===== src/rtl/i2c_line_conditioner_if.sv =====
// ---------------------------------------------------------------------------
// i2c_line_conditioner_if
// Bundle between the raw open-drain I2C pins / protocol cores and the line
// conditioner.
//   slave  modport : the conditioner's view (pins and drive requests in,
//                    filtered lines, pin drive and event pulses out)
//   master modport : the driving side (pins, cores) feeding the conditioner
// Signals:
//   SDA_in, SCL_in          raw pin values
//   SDA_out_master/_slave   SDA drive requests, 0 = pull low, 1 = release
//   SCL_out_master/_slave   SCL drive requests (slave side = clock stretch)
//   master_active           master owns a transaction (arbitration check on)
//   timeout_cycles          SCL-low limit (used only in the timeout build)
//   SDA_out, SCL_out        registered pin drive, 0 = pull low
//   SDA_sync, SCL_sync      synchronised and glitch-filtered lines
//   start_det, stop_det     1-cycle START / STOP pulses
//   line_busy               bus held between START and STOP
//   arb_lost                1-cycle pulse, master lost arbitration
//   scl_timeout             1-cycle pulse, SCL held low too long
// ---------------------------------------------------------------------------
interface i2c_line_conditioner_if #(
    parameter int TIMEOUT_W = 16
);
    logic                 SDA_in;
    logic                 SCL_in;
    logic                 SDA_out_master;
    logic                 SDA_out_slave;
    logic                 SCL_out_master;
    logic                 SCL_out_slave;
    logic                 master_active;
    logic [TIMEOUT_W-1:0] timeout_cycles;
    logic                 SDA_out;
    logic                 SCL_out;
    logic                 SDA_sync;
    logic                 SCL_sync;
    logic                 start_det;
    logic                 stop_det;
    logic                 line_busy;
    logic                 arb_lost;
    logic                 scl_timeout;

    modport slave (
        input  SDA_in, SCL_in, SDA_out_master, SDA_out_slave,
               SCL_out_master, SCL_out_slave, master_active, timeout_cycles,
        output SDA_out, SCL_out, SDA_sync, SCL_sync, start_det, stop_det,
               line_busy, arb_lost, scl_timeout
    );

    modport master (
        output SDA_in, SCL_in, SDA_out_master, SDA_out_slave,
               SCL_out_master, SCL_out_slave, master_active, timeout_cycles,
        input  SDA_out, SCL_out, SDA_sync, SCL_sync, start_det, stop_det,
               line_busy, arb_lost, scl_timeout
    );
endinterface


===== src/rtl/i2c_line_conditioner.sv =====
// ---------------------------------------------------------------------------
// i2c_line_conditioner
// Front end between the raw open-drain I2C pins and the master/slave cores:
//   - synchronises and glitch-filters SDA/SCL (SDA_sync/SCL_sync)
//   - detects START / STOP and tracks line_busy (IDLE/BUSY FSM)
//   - wire-ANDs master and slave drive requests into a registered pin drive
//   - flags lost arbitration
//   - optional SCL-stuck-low timeout, built only when the macro
//     I2C_SCL_TIMEOUT_EN is defined; otherwise scl_timeout is tied low and
//     timeout_cycles is ignored
// Ports:
//   clk    system clock
//   n_rst  asynchronous active-low reset
//   bus    i2c_line_conditioner_if.slave (pins, drive requests, outputs)
// Parameters:
//   SYNC_STAGES  metastability flops per line (>= 2)
//   FILTER_LEN   consecutive disagreeing samples before a filtered line flips
//   TIMEOUT_W    width of the SCL-low counter and of timeout_cycles
// ---------------------------------------------------------------------------
module i2c_line_conditioner #(
    parameter int SYNC_STAGES = 2,
    parameter int FILTER_LEN  = 3,
    parameter int TIMEOUT_W   = 16
) (
    input  logic                         clk,
    input  logic                         n_rst,
    i2c_line_conditioner_if.slave        bus
);

    localparam int CNT_W = (FILTER_LEN < 2) ? 1 : $clog2(FILTER_LEN + 1);
    // The counter flips the line on the FILTER_LEN-th mismatch, i.e. while
    // it still holds FILTER_LEN-1.
    localparam logic [CNT_W-1:0] CNT_LAST = CNT_W'(FILTER_LEN - 1);

    typedef enum logic [0:0] {
        ST_IDLE = 1'b0,
        ST_BUSY = 1'b1
    } state_t;

    // Line index 0 = SDA, 1 = SCL.
    logic [1:0] raw_s;
    logic [1:0] filt_q_s;   // current filtered value (SDA_sync/SCL_sync)
    logic [1:0] filt_d_s;   // filtered value after the coming edge

    assign raw_s = {bus.SCL_in, bus.SDA_in};

    generate
        for (genvar l = 0; l < 2; l++) begin : g_line
            logic [SYNC_STAGES-1:0] sync_q;
            logic                   filt_q;
            logic                   filt_d;
            logic [CNT_W-1:0]       cnt_q;
            logic [CNT_W-1:0]       cnt_d;

            // Metastability chain, shifted towards the MSB.
            always_ff @(posedge clk or negedge n_rst) begin
                if (!n_rst) begin
                    sync_q <= {SYNC_STAGES{1'b1}};
                end else begin
                    sync_q <= {sync_q[SYNC_STAGES-2:0], raw_s[l]};
                end
            end

            // Glitch filter: count consecutive disagreements, flip on the last one.
            always_comb begin
                filt_d = filt_q;
                cnt_d  = {CNT_W{1'b0}};
                if (sync_q[SYNC_STAGES-1] != filt_q) begin
                    if (cnt_q == CNT_LAST) begin
                        filt_d = ~filt_q;
                        cnt_d  = {CNT_W{1'b0}};
                    end else begin
                        cnt_d  = cnt_q + CNT_W'(1);
                    end
                end else begin
                    cnt_d = {CNT_W{1'b0}};
                end
            end

            // Filter state registers.
            always_ff @(posedge clk or negedge n_rst) begin
                if (!n_rst) begin
                    filt_q <= 1'b1;
                    cnt_q  <= {CNT_W{1'b0}};
                end else begin
                    filt_q <= filt_d;
                    cnt_q  <= cnt_d;
                end
            end

            assign filt_q_s[l] = filt_q;
            assign filt_d_s[l] = filt_d;
        end
    endgenerate

    // Conditions are evaluated on the value the filtered lines take at the
    // coming edge against their present value (the previous-cycle copy), so
    // the registered pulses line up with the SDA_sync/SCL_sync change.
    logic sda_new_s;
    logic scl_new_s;
    logic sda_prev_s;
    logic scl_prev_s;
    logic start_s;
    logic stop_s;
    logic scl_rise_s;
    logic arb_s;
    logic to_hit_s;

    state_t state_q;
    logic   sda_out_q;
    logic   scl_out_q;
    logic   start_det_q;
    logic   stop_det_q;
    logic   line_busy_q;
    logic   arb_lost_q;
    logic   scl_timeout_q;

    assign sda_new_s  = filt_d_s[0];
    assign scl_new_s  = filt_d_s[1];
    assign sda_prev_s = filt_q_s[0];
    assign scl_prev_s = filt_q_s[1];

    // SDA only counts as a condition while SCL is high on both samples,
    // which makes START and STOP mutually exclusive.
    assign start_s    = scl_new_s & scl_prev_s &  sda_prev_s & ~sda_new_s;
    assign stop_s     = scl_new_s & scl_prev_s & ~sda_prev_s &  sda_new_s;
    assign scl_rise_s = ~scl_prev_s & scl_new_s;

    // We released SDA but the bus reads low at the SCL rise: someone else won.
    assign arb_s = scl_rise_s & (state_q == ST_BUSY) & bus.master_active &
                   sda_out_q & ~sda_new_s;

`ifdef I2C_SCL_TIMEOUT_EN
    logic [TIMEOUT_W-1:0] to_cnt_q;
    logic [TIMEOUT_W-1:0] to_cnt_d;
    logic [TIMEOUT_W-1:0] to_inc_s;

    assign to_inc_s = to_cnt_q + TIMEOUT_W'(1);

    // SCL-low counter; the hit fires as the count reaches the limit.
    always_comb begin
        to_cnt_d = {TIMEOUT_W{1'b0}};
        to_hit_s = 1'b0;
        if ((state_q == ST_BUSY) && !scl_prev_s) begin
            if ((bus.timeout_cycles != {TIMEOUT_W{1'b0}}) &&
                (to_inc_s == bus.timeout_cycles)) begin
                to_hit_s = 1'b1;
                to_cnt_d = {TIMEOUT_W{1'b0}};
            end else begin
                to_cnt_d = to_inc_s;
            end
        end else begin
            to_cnt_d = {TIMEOUT_W{1'b0}};
        end
    end

    // SCL-low counter register.
    always_ff @(posedge clk or negedge n_rst) begin
        if (!n_rst) begin
            to_cnt_q <= {TIMEOUT_W{1'b0}};
        end else begin
            to_cnt_q <= to_cnt_d;
        end
    end
`else
    logic unused_timeout_s;

    assign to_hit_s         = 1'b0;
    assign unused_timeout_s = ^bus.timeout_cycles;
`endif

    // Bus-state FSM with registered condition and arbitration pulses.
    always_ff @(posedge clk or negedge n_rst) begin
        if (!n_rst) begin
            state_q       <= ST_IDLE;
            line_busy_q   <= 1'b0;
            start_det_q   <= 1'b0;
            stop_det_q    <= 1'b0;
            arb_lost_q    <= 1'b0;
            scl_timeout_q <= 1'b0;
        end else begin
            start_det_q   <= start_s;
            stop_det_q    <= stop_s;
            arb_lost_q    <= arb_s;
            scl_timeout_q <= to_hit_s;
            case (state_q)
                ST_IDLE: begin
                    if (start_s) begin
                        state_q     <= ST_BUSY;
                        line_busy_q <= 1'b1;
                    end else begin
                        state_q     <= ST_IDLE;
                        line_busy_q <= 1'b0;
                    end
                end
                ST_BUSY: begin
                    if (stop_s || to_hit_s) begin
                        state_q     <= ST_IDLE;
                        line_busy_q <= 1'b0;
                    end else begin
                        state_q     <= ST_BUSY;
                        line_busy_q <= 1'b1;
                    end
                end
                default: begin
                    state_q     <= ST_IDLE;
                    line_busy_q <= 1'b0;
                end
            endcase
        end
    end

    // Open-drain wire-AND of the drive requests, registered once.
    always_ff @(posedge clk or negedge n_rst) begin
        if (!n_rst) begin
            sda_out_q <= 1'b1;
            scl_out_q <= 1'b1;
        end else begin
            sda_out_q <= bus.SDA_out_master & bus.SDA_out_slave;
            scl_out_q <= bus.SCL_out_master & bus.SCL_out_slave;
        end
    end

    assign bus.SDA_out     = sda_out_q;
    assign bus.SCL_out     = scl_out_q;
    assign bus.SDA_sync    = filt_q_s[0];
    assign bus.SCL_sync    = filt_q_s[1];
    assign bus.start_det   = start_det_q;
    assign bus.stop_det    = stop_det_q;
    assign bus.line_busy   = line_busy_q;
    assign bus.arb_lost    = arb_lost_q;
    assign bus.scl_timeout = scl_timeout_q;

endmodule

===== src/flat_wrapper.sv =====
// flat-port wrapper written by rule: the top's interface ports become plain ports
module i2c_line_conditioner_flat 
#(
    parameter int SYNC_STAGES = 2,
    parameter int FILTER_LEN  = 3,
    parameter int TIMEOUT_W   = 16
)
  (clk, n_rst, bus_SDA_in, bus_SCL_in, bus_SDA_out_master, bus_SDA_out_slave, bus_SCL_out_master, bus_SCL_out_slave, bus_master_active, bus_timeout_cycles, bus_SDA_out, bus_SCL_out, bus_SDA_sync, bus_SCL_sync, bus_start_det, bus_stop_det, bus_line_busy, bus_arb_lost, bus_scl_timeout);
  i2c_line_conditioner_if #(.TIMEOUT_W(TIMEOUT_W)) bus_i ();
  input  logic clk;
  input  logic n_rst;
  input wire logic [$bits(bus_i.SDA_in)-1:0] bus_SDA_in;
  input wire logic [$bits(bus_i.SCL_in)-1:0] bus_SCL_in;
  input wire logic [$bits(bus_i.SDA_out_master)-1:0] bus_SDA_out_master;
  input wire logic [$bits(bus_i.SDA_out_slave)-1:0] bus_SDA_out_slave;
  input wire logic [$bits(bus_i.SCL_out_master)-1:0] bus_SCL_out_master;
  input wire logic [$bits(bus_i.SCL_out_slave)-1:0] bus_SCL_out_slave;
  input wire logic [$bits(bus_i.master_active)-1:0] bus_master_active;
  input wire logic [$bits(bus_i.timeout_cycles)-1:0] bus_timeout_cycles;
  output wire logic [$bits(bus_i.SDA_out)-1:0] bus_SDA_out;
  output wire logic [$bits(bus_i.SCL_out)-1:0] bus_SCL_out;
  output wire logic [$bits(bus_i.SDA_sync)-1:0] bus_SDA_sync;
  output wire logic [$bits(bus_i.SCL_sync)-1:0] bus_SCL_sync;
  output wire logic [$bits(bus_i.start_det)-1:0] bus_start_det;
  output wire logic [$bits(bus_i.stop_det)-1:0] bus_stop_det;
  output wire logic [$bits(bus_i.line_busy)-1:0] bus_line_busy;
  output wire logic [$bits(bus_i.arb_lost)-1:0] bus_arb_lost;
  output wire logic [$bits(bus_i.scl_timeout)-1:0] bus_scl_timeout;
  assign bus_i.SDA_in = bus_SDA_in;
  assign bus_i.SCL_in = bus_SCL_in;
  assign bus_i.SDA_out_master = bus_SDA_out_master;
  assign bus_i.SDA_out_slave = bus_SDA_out_slave;
  assign bus_i.SCL_out_master = bus_SCL_out_master;
  assign bus_i.SCL_out_slave = bus_SCL_out_slave;
  assign bus_i.master_active = bus_master_active;
  assign bus_i.timeout_cycles = bus_timeout_cycles;
  assign bus_SDA_out = bus_i.SDA_out;
  assign bus_SCL_out = bus_i.SCL_out;
  assign bus_SDA_sync = bus_i.SDA_sync;
  assign bus_SCL_sync = bus_i.SCL_sync;
  assign bus_start_det = bus_i.start_det;
  assign bus_stop_det = bus_i.stop_det;
  assign bus_line_busy = bus_i.line_busy;
  assign bus_arb_lost = bus_i.arb_lost;
  assign bus_scl_timeout = bus_i.scl_timeout;
  i2c_line_conditioner #(.SYNC_STAGES(SYNC_STAGES), .FILTER_LEN(FILTER_LEN), .TIMEOUT_W(TIMEOUT_W)) u_core (.clk(clk), .n_rst(n_rst), .bus(bus_i));
endmodule

===== config.mk =====
export PLATFORM = sky130hd
export DESIGN_NAME = i2c_line_conditioner_flat
export DESIGN_NICKNAME = d
export VERILOG_FILES = /design/src/rtl/i2c_line_conditioner_if.sv /design/src/rtl/i2c_line_conditioner.sv /design/src/flat_wrapper.sv
export SDC_FILE = /design/constraint.sdc
export NUM_CORES = 1
export LEC_CHECK = 0
export CORE_MARGIN = 10
export CORE_UTILIZATION = 39
export DETAILED_ROUTE_END_ITERATION = 6
export PLACE_DENSITY_LB_ADDON = 0.3
export SETUP_SLACK_MARGIN = 0.05
export SYNTH_ARGS = -nofsm -noshare
export SYNTH_HDL_FRONTEND = slang
export SYNTH_SLANG_ARGS = --single-unit
export TNS_END_PERCENT = 50

===== constraint.sdc =====
create_clock -name clk -period 2.75 [get_ports clk]
set_clock_uncertainty 0.1 [all_clocks]
set_input_delay 0.275 -clock clk [delete_from_list [all_inputs] [get_ports clk]]
set_output_delay 0.275 -clock clk [all_outputs]
set_load 0.01 [all_outputs]

* Word level (Yosys, flattened, before mapping) *
Index checks and enable logic that the tools add are counted.

word-level totals
  input port bits = 25
  logic and storage cells = 45
  output and inout port bits = 9
  flip-flop bits (word level) = 16

operators by class
  mux-type cells = 11
  bitwise gates (word level) = 16
  equal/unequal tests = 4
  $add $sub $neg = 2

operators with widths
  operator                                      count
  AND 1 bit                                     12
  two-way mux 2 bit                             4
  two-way mux 1 bit                             6
  adder 2 x 1 -> 2 bit (second input constant)  2
  == test 2 bit (second input constant)         2
  inverter 1 bit                                4
  inequality test 1 bit                         2
  one-hot mux 1 bit (2 select lines)            1

* Longest topological paths before layout *
  depth in word-level cells = 8
  gate-level depth with buffers = 3
  gate-level depth less buffers = 3

* Worst setup path after synthesis *
OpenSTA, ideal clock, no wires.

  kind = register to register
  start point = register u_core.g_line[0].cnt_q[0]
  end point = register u_core.arb_lost_q, in the netlist u_core.bus.arb_lost
  stages on the path, launching flop included = 4
  clock period less this slack = 1.245 ns
  data required time = 2.554 ns
  library setup time = 0.096 ns
  data arrival time = 1.050 ns
  path slack = 1.505 ns
  path buffers = 0
  cells stage by stage = dfrtp_1 > nor2b_1 > mux2_4 > nor4_2

on the way
  word-level cells in the longest chain between the ends = 5

RTL lines
  item                         RTL line                     RTL
  start, declared              i2c_line_conditioner.sv:52   logic [CNT_W-1:0] cnt_q;
  start signal, assigned       i2c_line_conditioner.sv:84   cnt_q <= {CNT_W{1'b0}};
  start signal, assigned       i2c_line_conditioner.sv:87   cnt_q <= cnt_d;
  == test 2 bit                i2c_line_conditioner.sv:69   if (cnt_q == CNT_LAST) begin
  two-way mux 1 bit            i2c_line_conditioner.sv:69
  two-way mux 1 bit            i2c_line_conditioner.sv:68   if (sync_q[SYNC_STAGES-1] != filt_q) begin
  net u_core.g_line[0].filt_d  i2c_line_conditioner.sv:51   logic filt_d;
  inverter 1 bit               i2c_line_conditioner.sv:131  sda_out_q & ~sda_new_s;
  AND 1 bit                    i2c_line_conditioner.sv:131
  net u_core.arb_s             i2c_line_conditioner.sv:106  logic arb_s;
  end signal, assigned         i2c_line_conditioner.sv:184  arb_lost_q <= arb_s;
  end, declared                i2c_line_conditioner.sv:115  logic arb_lost_q;

The timed path passes the listed nets, and every way through them passes these cells.

* Worst setup path in the final report *
  start point = register u_core.g_line[1].filt_q, in the netlist u_core.bus.SCL_sync
  end point = output port bus_SCL_sync

RTL lines
  item                    RTL line                    RTL
  start, declared         i2c_line_conditioner.sv:50  logic filt_q;
  start signal, assigned  i2c_line_conditioner.sv:86  filt_q <= filt_d;
  end, declared           flat_wrapper.sv:23          output wire logic [$bits(bus_i.SCL_sync)-1:0] bus_SCL_sync;

No word-level cell between the ends.

==> metrics.log <==
[metrics] outcome: completed
[metrics] Worst Hold Class: flop to flop
[metrics] number of design-rule violations left by the first detailed-router iteration: 4
[metrics] die extent in x: around 59 um
[metrics] router iterations before antenna repair: 4
[metrics] overall via count from detail_route: about 370
[metrics] die footprint: 3520 sq um
[metrics] WP data arrival: between 1 and 1.5 ns
[metrics] DRC violations left: 0
[metrics] endpoint required time on the critical path: 2.38 ns
[metrics] sum of overflow across all layers after global routing: 0
[metrics] port buffer count: 16
[metrics] clock sink count: 16
[metrics] Fmax achieved: 566 MHz
[metrics] antenna violations before repair: 0
[metrics] setup repair after global routing missed its margin: no
[metrics] via count of the first global-routing pass: 424
[metrics] CTS H-Tree Depth: 1
[metrics] Via-to-Cell Ratio: 4.73
[metrics] total routed wirelength: 1.01 mm
[metrics] static leakage power: 0.335 nW
[metrics] number of buffers added to fix hold violations after cts: 0
[metrics] first-pass GRT wire length: 1.74 mm
[metrics] placer's final routability congestion estimate: 0.620
[metrics] buffer type at the clock tree root: clkbuf_4
[metrics] clock latency reported for the late side of the worst-skew pair: around 0.28 ns
[metrics] total negative slack for setup checks: 0 ns
[metrics] largest net degree at the start of global routing: 17
[metrics] minimum clock period after layout: 1.77 ns
[metrics] CTS Buf Count: 3
[metrics] area added between synthesis and finish: 34.6%
[metrics] Core Region: 1490 sq um
[metrics] row count: 14
[metrics] proportion of synthesized chip area in sequential cells: 68.0%
[metrics] post-CTS setup buffer count: 0
[metrics] transition time at the pin with the least slew margin: between 0.6 and 0.7 ns
[metrics] layout cell share with drive strength beyond 1: 27.0%
[metrics] number of antenna-violating nets in the routed design: 0
[metrics] Clk network pwr share: 22.6%
[metrics] remaining max-slew budget at the tightest pin: 55.6%
[metrics] Mapped Area: 603 sq um
[metrics] internal power: 0.000480 W
[metrics] Crit Path Class: flop to primary output
[metrics] count of cell types in the netlist: 23
[metrics] Clock Pin Slew Worst Setup and Hold Paths: 0.08 ns
[metrics] average size of a mapped cell: 13.7 sq um
[metrics] antenna diode instance count: 0
[metrics] part of the power in registers: approximately half
[metrics] Final setup viols: 0
[metrics] count of final hold-check violations: 0
[metrics] Max Root-Sink Buffers: 2
[metrics] switching power: roughly 0.00018 W
[metrics] CTS tree: done
[metrics] total half-perimeter wirelength after legalization and detailed placement: about 800 um
[metrics] Max stage delay on crit path: between 0.5 and 0.6 ns
[metrics] proportion of power drawn by combinational gates: between 20% and 30%
[metrics] starting density of the core: 40.5%
[metrics] count of mapped cells out of synthesis: 44
[metrics] worst supply voltage drop on vdd: 0.396 mV
[metrics] fin nets: 89
[metrics] critical-path maximum fanout: 5
[metrics] I/O pin total: 34
[metrics] number of gates resized after cts: 0
[metrics] endpoint type of the worst setup path: primary output
[metrics] max-cap violation count: 0
[metrics] count of synthesis-stage warnings from yosys: 0
[metrics] fraction of power spent switching nets: 27.1%
[metrics] GRT Util Overall: between 6 and 7%
[metrics] Final period util: 64.3%
[metrics] final max-slew violation count: 0
[metrics] cell chain of the critical path: clkdlybuf4s50_1
[metrics] Max stage delay cell, worst path: dfstp_2
[metrics] critical path launch point type: flop
[metrics] Pwr Density: 811 nW/um^2
[metrics] CP top delay family: flip-flops
[metrics] Mapped Nets: 69
[metrics] total of flip-flops plus latches after synthesis: 16
[metrics] Min Hold Slack: 0.259 ns
[metrics] WL/cell: 12.7 um
[metrics] die height: between 50 and 60 um
[metrics] crit path buf inv count: 1
metrics by stage:
| step | utilization [%] | total power (W) | std cells | setup WS (ns) | area, sq um |
|---|---|---|---|---|---|
| CTS | 54.5 | 0.000672 | 79 | 0.954 | 812 |
| detailed placement | 52.1 | 0.000518 | 75 | 1.28 | 776 |
| global route | 54.5 | 0.000697 | 79 | 0.917 | 812 |
| finish | 54.5 | 0.000658 | 79 | 0.982 | 812 |
| global placement | 52.1 | 0.000511 | 75 | 1.28 | 776 |
| floorplan | - | 0.000439 | 44 | 1.50 | 603 |
layout make-up:
type / instances / area (sq um)
Multi-Input combinational cell: 25 / 178
Timing Repair Buffer: 16 / 160
Clock buffer: 4 / 36.3
Tap cell: 16 / 20.0
Sequential cell: 16 / 410
Inverter: 2 / 7.51
Fill cell: 130 / 677
state kept, by name, summed over array words and instances, names as in the netlist:
register	flops
u_core.bus.SCL_out	1
u_core.bus.SCL_sync	1
u_core.bus.SDA_out	1
u_core.bus.SDA_sync	1
u_core.bus.arb_lost	1
u_core.bus.start_det	1
u_core.bus.stop_det	1
u_core.g_line.cnt_q	4
u_core.g_line.sync_q	4
u_core.state_q	1
final timing paths:
| path | startpoint | endpoint | slack (ns) | cells after the start |
|---|---|---|---|---|
| max in group asynchronous | n_rst | u_core.g_line[1].cnt_q[0] | 1.84 | 1 |
| min in group asynchronous | n_rst | u_core.g_line[0].cnt_q[0] | 0.29 | 1 |
| worst max register to register | u_core.g_line[0].cnt_q[1] | u_core.bus.arb_lost | 1.41 | 3 |
| worst max-delay path | u_core.bus.SCL_sync | bus_SCL_sync | 0.98 | 1 |
| worst min register to register | u_core.g_line[1].sync_q[0] | u_core.g_line[1].sync_q[1] | 0.26 | 0 |
| worst min-delay path | u_core.g_line[1].sync_q[0] | u_core.g_line[1].sync_q[1] | 0.26 | 0 |
Yosys cell counts, drive strengths merged:
| cell | number | area (sq um) |
|---|---|---|
| a211oi | 2 | 15.0 |
| a21bo | 1 | 10.0 |
| and2 | 2 | 12.5 |
| and3b | 1 | 10.0 |
| buf | 1 | 7.51 |
| conb | 1 | 3.75 |
| dfrtp | 8 | 200 |
| dfstp | 8 | 210 |
| inv | 2 | 7.51 |
| mux2 | 2 | 26.3 |
| nand2 | 2 | 7.51 |
| nand2b | 3 | 18.8 |
| nand3 | 1 | 5.00 |
| nor2 | 2 | 7.51 |
| nor2b | 1 | 6.26 |
| nor3 | 1 | 5.00 |
| nor3b | 1 | 7.51 |
| nor4 | 1 | 12.5 |
| o211ai | 1 | 7.51 |
| o21ai | 1 | 5.00 |
| or3b | 1 | 8.76 |
| xnor2 | 1 | 8.76 |
power groups by stage:
stage          Combinational, W  Clock (W)  Sequential [W]
2_1_floorplan         0.0000961          0        0.000343
5_1_grt                0.000187   0.000166        0.000344
3_5_place_dp           0.000174          0        0.000344
6_report               0.000171   0.000149        0.000339
3_3_place_gp           0.000170          0        0.000341
4_1_cts                0.000175   0.000158        0.000339
layout by cell type, fill, tap and decap left out, types with 2 or more instances in the layout:
master	instances
clkdlybuf4s50_1	16
dfstp_2	8
dfrtp_1	8
nand2b_1	3
clkbuf_4	3
nand2_1	2
inv_1	2
nor2_1	2
a211oi_1	2
and2_1	2
kinds of logic (layout without fill, tap and decap cells):
kind of cell | after synthesis | in the layout | share of synthesized area [%]
XOR/XNOR | 1 | 1 | 1.45
other | 1 | 1 | 0.622
buffers and inverters | 3 | 22 | 2.49
multiplexers | 2 | 2 | 4.36
AND/OR/NAND/NOR | 16 | 16 | 16.8
AO/OA/AOI/OAI | 5 | 5 | 6.22
flip-flops | 16 | 16 | 68.0
metal layers:
layer,global-route usage (%),wire length [um],vias to the layer above
li1,-,-,183
met1,6.23,393,175
met2,10.5,485,16
met3,5.15,126,0
met4,1.97,0,0
met5,0,0,-
No activity file was read; power rests on OpenSTA's default activity.
